### src/rtl/entrada_saida_sequencial.sv
// Sequential I/O port for a simple CPU.
//  - Input op: waits for a confirm push-button edge, then latches the switches.
//  - Output op: converts a 32-bit value to decimal (iterative double-dabble,
//    one bit per cycle) and drives active-low 7-segment digits.
// Optional build macro: ENTRADA_SAIDA_DEBOUNCE_EN adds a counter-based debouncer
// on the synchronised confirm signal.
module entrada_saida_sequencial #(
    parameter int SW_WIDTH        = 10,
    parameter int N_DIGITS        = 8,
    parameter int DEBOUNCE_CYCLES = 500000
) (
    input  logic                  clock,
    input  logic                  reset_n,
    input  logic [SW_WIDTH-1:0]   switch_dado,
    input  logic                  confirm,
    input  logic [31:0]           entrada_dado,
    input  logic                  IOE,
    input  logic                  IOsel,
    output logic [31:0]           saida_dado,
    output logic                  aguardando,
    output logic                  busy,
    output logic [7*N_DIGITS-1:0] hex_out
);

    // Digit 0 shows "0" (7'h40), every other digit blank (7'h7F).
    localparam logic [7*N_DIGITS-1:0] HEX_RST = ~((7*N_DIGITS)'(7'h3F));

    function automatic logic [6:0] seg7(input logic [3:0] d);
        case (d)
            4'd0: seg7 = 7'h40;
            4'd1: seg7 = 7'h79;
            4'd2: seg7 = 7'h24;
            4'd3: seg7 = 7'h30;
            4'd4: seg7 = 7'h19;
            4'd5: seg7 = 7'h12;
            4'd6: seg7 = 7'h02;
            4'd7: seg7 = 7'h78;
            4'd8: seg7 = 7'h00;
            4'd9: seg7 = 7'h10;
            default: seg7 = 7'h7F;
        endcase
    endfunction

    logic sync1, sync2;
    logic conf_lvl, conf_prev, conf_evt;

    // Two-flop synchroniser for the asynchronous push-button.
    always_ff @(posedge clock or negedge reset_n) begin
        if (!reset_n) begin
            sync1 <= 1'b0;
            sync2 <= 1'b0;
        end else begin
            sync1 <= confirm;
            sync2 <= sync1;
        end
    end

`ifdef ENTRADA_SAIDA_DEBOUNCE_EN
    localparam int CW = (DEBOUNCE_CYCLES > 1) ? $clog2(DEBOUNCE_CYCLES) : 1;
    logic [CW-1:0] deb_cnt;

    // Accept a new level only after DEBOUNCE_CYCLES consecutive differing samples.
    always_ff @(posedge clock or negedge reset_n) begin
        if (!reset_n) begin
            conf_lvl <= 1'b0;
            deb_cnt  <= '0;
        end else if (sync2 == conf_lvl) begin
            deb_cnt  <= '0;
        end else if (deb_cnt == CW'(DEBOUNCE_CYCLES - 1)) begin
            conf_lvl <= sync2;
            deb_cnt  <= '0;
        end else begin
            deb_cnt  <= deb_cnt + 1'b1;
        end
    end
`else
    assign conf_lvl = sync2;
`endif

    // Remember previous level so a press yields a single-cycle event.
    always_ff @(posedge clock or negedge reset_n) begin
        if (!reset_n) conf_prev <= 1'b0;
        else          conf_prev <= conf_lvl;
    end

    assign conf_evt = conf_lvl & ~conf_prev;

    // Input op: arm on request, load switches on first confirm, cancel when IOE drops.
    always_ff @(posedge clock or negedge reset_n) begin
        if (!reset_n) begin
            aguardando <= 1'b0;
            saida_dado <= '0;
        end else if (aguardando) begin
            if (!IOE) begin
                aguardando <= 1'b0;
            end else if (conf_evt) begin
                saida_dado <= 32'(switch_dado);
                aguardando <= 1'b0;
            end
        end else if (IOE && IOsel) begin
            aguardando <= 1'b1;
        end
    end

    logic [31:0]          valor;
    logic [39:0]          bcd, bcd_adj, bcd_nx;
    logic [4:0]           bit_cnt;
    logic [7*N_DIGITS-1:0] seg_nx;
    logic                 lead;
    logic [3:0]           dig;

    // One double-dabble step: add 3 to digits >= 5, then shift in the next MSB.
    always_comb begin
        bcd_adj = bcd;
        for (int i = 0; i < 10; i++) begin
            if (bcd[4*i +: 4] >= 4'd5) bcd_adj[4*i +: 4] = bcd[4*i +: 4] + 4'd3;
        end
        bcd_nx = {bcd_adj[38:0], valor[31]};
    end

    // Segment encoding of the step result with leading-zero blanking.
    always_comb begin
        seg_nx = '1;
        lead   = 1'b1;
        dig    = '0;
        for (int k = N_DIGITS - 1; k >= 0; k--) begin
            dig = bcd_nx[4*k +: 4];
            if (lead && dig == 4'd0 && k != 0) begin
                seg_nx[7*k +: 7] = 7'h7F;
            end else begin
                seg_nx[7*k +: 7] = seg7(dig);
                lead = 1'b0;
            end
        end
    end

    // Output op: capture (or restart), run 32 steps, publish display on the last one.
    always_ff @(posedge clock or negedge reset_n) begin
        if (!reset_n) begin
            valor   <= '0;
            bcd     <= '0;
            bit_cnt <= '0;
            busy    <= 1'b0;
            hex_out <= HEX_RST;
        end else if (IOE && !IOsel) begin
            valor   <= entrada_dado;
            bcd     <= '0;
            bit_cnt <= '0;
            busy    <= 1'b1;
        end else if (busy) begin
            valor <= {valor[30:0], 1'b0};
            bcd   <= bcd_nx;
            if (bit_cnt == 5'd31) begin
                busy    <= 1'b0;
                hex_out <= seg_nx;
            end else begin
                bit_cnt <= bit_cnt + 5'd1;
            end
        end
    end

endmodule

### config.mk
export PLATFORM = sky130hd
export DESIGN_NAME = entrada_saida_sequencial
export DESIGN_NICKNAME = d
export VERILOG_FILES = /design/src/rtl/entrada_saida_sequencial.sv
export SDC_FILE = /design/constraint.sdc
export NUM_CORES = 1
export LEC_CHECK = 0
export ABC_AREA = 1
export CORE_MARGIN = 10
export CORE_UTILIZATION = 54
export DETAILED_ROUTE_END_ITERATION = 10
export PLACE_DENSITY = 0.93
export RECOVER_POWER = 25
export SYNTH_ARGS = -nofsm -noshare
export SYNTH_HDL_FRONTEND = slang
export SYNTH_SLANG_ARGS = --single-unit
### constraint.sdc
create_clock -name clock -period 3.15 [get_ports clock]
set_input_delay 0.63 -clock clock [delete_from_list [all_inputs] [get_ports clock]]
set_output_delay 0.63 -clock clock [all_outputs]
set_load 0.02 [all_outputs]
==> flow_summary.json <==
{
  "critPathSlowestCell": "a21boi_0",
  "antenna_found_initial": 0,
  "power.share.clock": 0.218,
  "crit_path_end_kind": "flop",
  "vias_per_cell": 5.34,
  "clkTransAtPathRegs_ps": 60,
  "crit_path_start_kind": "flop",
  "hold_buffers": 0,
  "synth.distinct_cells": 45,
  "total_leakage_power_nw": 4.64,
  "async_reset_ff_frac": 1.00,
  "power.density_mw_per_mm2": 924,
  "tightest_slew_ps": 1680,
  "ys.flop_type": "dfrtp_1",
  "hp-start": "sync1",
  "hold_path_class": "flop to flop",
  "p_sw_frac": 0.444,
  "grt_max_degree": 70,
  "ff2ff_path_depth": 16,
  "drv_cap": 1,
  "initial_core_util": 0.548,
  "slew_violations": 70,
  "fin_cells": 1210,
  "rsz0062_at_grt": "false",
  "numCtsBuffers": 17,
  "drtAntennaViolNets": 0,
  "r2r-end": "hex_out[22]",
  "finalHoldViolCount": 0,
  "dp.cells": 1178,
  "synth_edf_count": 0,
  "drtPass1Iterations": 5,
  "drt_wl_total_um": 18400,
  "finClkSkew_ps": 8.46,
  "yosys_register_bits": 140,
  "p_seq_frac": 0.275,
  "grt_pass1_vias": 6771,
  "fin_crit_ps": 2710,
  "critPathBufInv": 3,
  "numPortBuffers": 114,
  "cts_sinks": 140,
  "r2r_slack_ps": 440,
  "setup_tns_ps": 0,
  "grtUsageTotal": 0.187,
  "cp.required_ps": 3500,
  "cp.arrival_ps": 3050,
  "finalWeightedCongestion": 0.871,
  "core_mm2": 0.0145,
  "ys_seq_area_frac": 0.450,
  "synth_cells": 894,
  "std_cell_rows": 44,
  "htree_levels": 4,
  "setup_viol": 0,
  "die_w_um": 141,
  "drive_above_1_share": 0.161,
  "cts_tree": "yes",
  "grt_pass1_wl_um": 31500,
  "area_growth_pct": 23.4,
  "clock.fmax_ghz": 0.370,
  "ys_warn_count": 0,
  "io_pins": 137,
  "internal_power_w": 0.00503,
  "endpoint": "hex_out[22]",
  "cts_resized": 0,
  "fin_nets": 1113,
  "netlist_area_mm2": 0.00793,
  "finalCritPeriodShare": 0.859,
  "cp.depth": 16,
  "cpMostUsedCell": "inv_1",
  "r2r-start": "bcd[16]",
  "clkLatencyLatePin_ps": 420,
  "antennaDiodeCount": 0,
  "vias": 6464,
  "crit_chain": "inv_1 > ha_1 > nor2_1 > inv_1 > nand2_2 > a21boi_0 > inv_1 > ha_1 > nand3_2 > nor2_2 > nand3_4 > nor2_8 > nand2_2 > nand3_1 > nand2_1 > nand2_1",
  "p_comb_frac": 0.507,
  "clockRootBuffer": "clkbuf_16",
  "dr.first_iter.drc_count": 423,
  "p_sw_w": 0.00401,
  "slowest_delay_ps": 450,
  "violations": "max-capacitance violations, max-slew violations",
  "ir_worst_vdd_mv": 0.553,
  "cts_max_path_buffers": 2,
  "slew_headroom": -0.122,
  "dieArea_mm2": 0.0199,
  "wl_per_cell_um": 15.2,
  "die_h_um": 141,
  "grt_overflow": 0,
  "worstSetupPathType": "flop to flop",
  "critPathTopFamily": "simple AND/OR/NAND/NOR gates",
  "critPathMaxFanout": 8,
  "pre_cts_slack_ps": 150,
  "avgSynthCellArea_um2": 8.87,
  "worst_slack_ps": 445,
  "drc": 0,
  "crit_start": "bcd[16]",
  "dp_hpwl_um": 13300,
  "status": "complete, but fails checks",
  "cts_setup_buffers": 0,
  "worst_hold_slack_ps": 354
}
-- power by group through the flow --
stage	clock, W	sequential (W)	combinational (W)
after floorplan	0	0.00259	0.00331
after global routing	0.00207	0.00253	0.00521
final	0.00197	0.00248	0.00459
after CTS	0.00199	0.00248	0.00458
after detailed placement	0	0.00250	0.00450
after global placement	0	0.00248	0.00432
-- cell usage after synthesis (10+ instances only) --
master,instances,share of area
o21a_1,11,0.010
nand2_1,161,0.076
xor2_1,11,0.012
dfstp_2,50,0.17
clkbuf_1,15,0.0071
o21ai_0,49,0.031
o22ai_1,33,0.026
a21oi_1,30,0.019
nand3_1,39,0.025
nor2_1,45,0.021
inv_2,15,0.0071
inv_1,122,0.058
a2bb2oi_1,27,0.030
or2_2,10,0.0079
mux2_2,10,0.014
o211ai_1,18,0.017
nand2_2,11,0.0087
o21ai_1,11,0.0069
buf_4,22,0.021
dfrtp_1,90,0.28
ha_1,53,0.084
-- routing by layer --
layer,up-vias,share of wire,GRT usage
li1,3143,-,-
met1,3103,0.42,0.224
met2,195,0.48,0.308
met3,23,0.078,0.0679
met4,0,0.013,0.0554
met5,-,0,0
-- cells in the final DEF (no fill, tap or decap), types with 17 or more instances in the layout --
cell type / netlist / routed
nand2_1: 161 / 161
ha_1: 53 / 53
o21ai_0: 49 / 49
o22ai_1: 33 / 33
conb_1: 1 / 22
dfstp_2: 50 / 50
nand3_1: 39 / 39
clkbuf_16: 0 / 17
nor2_1: 45 / 45
inv_1: 122 / 122
clkdlybuf4s50_1: 0 / 112
a2bb2oi_1: 27 / 27
a21oi_1: 30 / 30
dfrtp_1: 90 / 90
o211ai_1: 18 / 18
-- how the worst min path moves through the flow --
stage,slack (ps),cells after the start,end
final,350,0,conf_lvl
after global routing,370,0,conf_lvl
after CTS,220,1,valor[1]
after detailed placement,340,0,conf_lvl
after global placement,340,0,conf_lvl
after floorplan,330,0,aguardando
-- cell type report --
cell class              count  area, um^2
fillers                  1040        4700
multi-input cells         592        3670
flip-flops and latches    140        3570
repair buffers            125        1220
inverters                 137         514
clock buffers              24         492
well taps                 184         230
clock inverters             8        88.8
-- cell families after synthesis --
group,synth area share
flip-flops,0.450
AND/OR/NAND/NOR,0.179
buffers and inverters,0.0983
AO/OA/AOI/OAI,0.156
adder cells (fa/ha/maj),0.0836
multiplexers,0.0142
other,0.000473
XOR/XNOR,0.0183
-- registers in the layout, indices dropped and copies added (netlist names) --
signal,cells
conf_lvl,1
aguardando,1
busy,1
conf_prev,1
valor,32
sync1,1
bit_cnt,5
saida_dado,10
bcd,32
hex_out,56
-- stage by stage --
step           total power [W]  area [um^2]   util
5_1_grt                0.00981         9780  0.676
6_report               0.00904         9780  0.676
3_5_place_dp           0.00701         9210  0.636
2_1_floorplan          0.00590         8010      -
3_3_place_gp           0.00679         9210  0.636
4_1_cts                0.00904         9790  0.676
No activity file was read; power rests on OpenSTA's default activity.
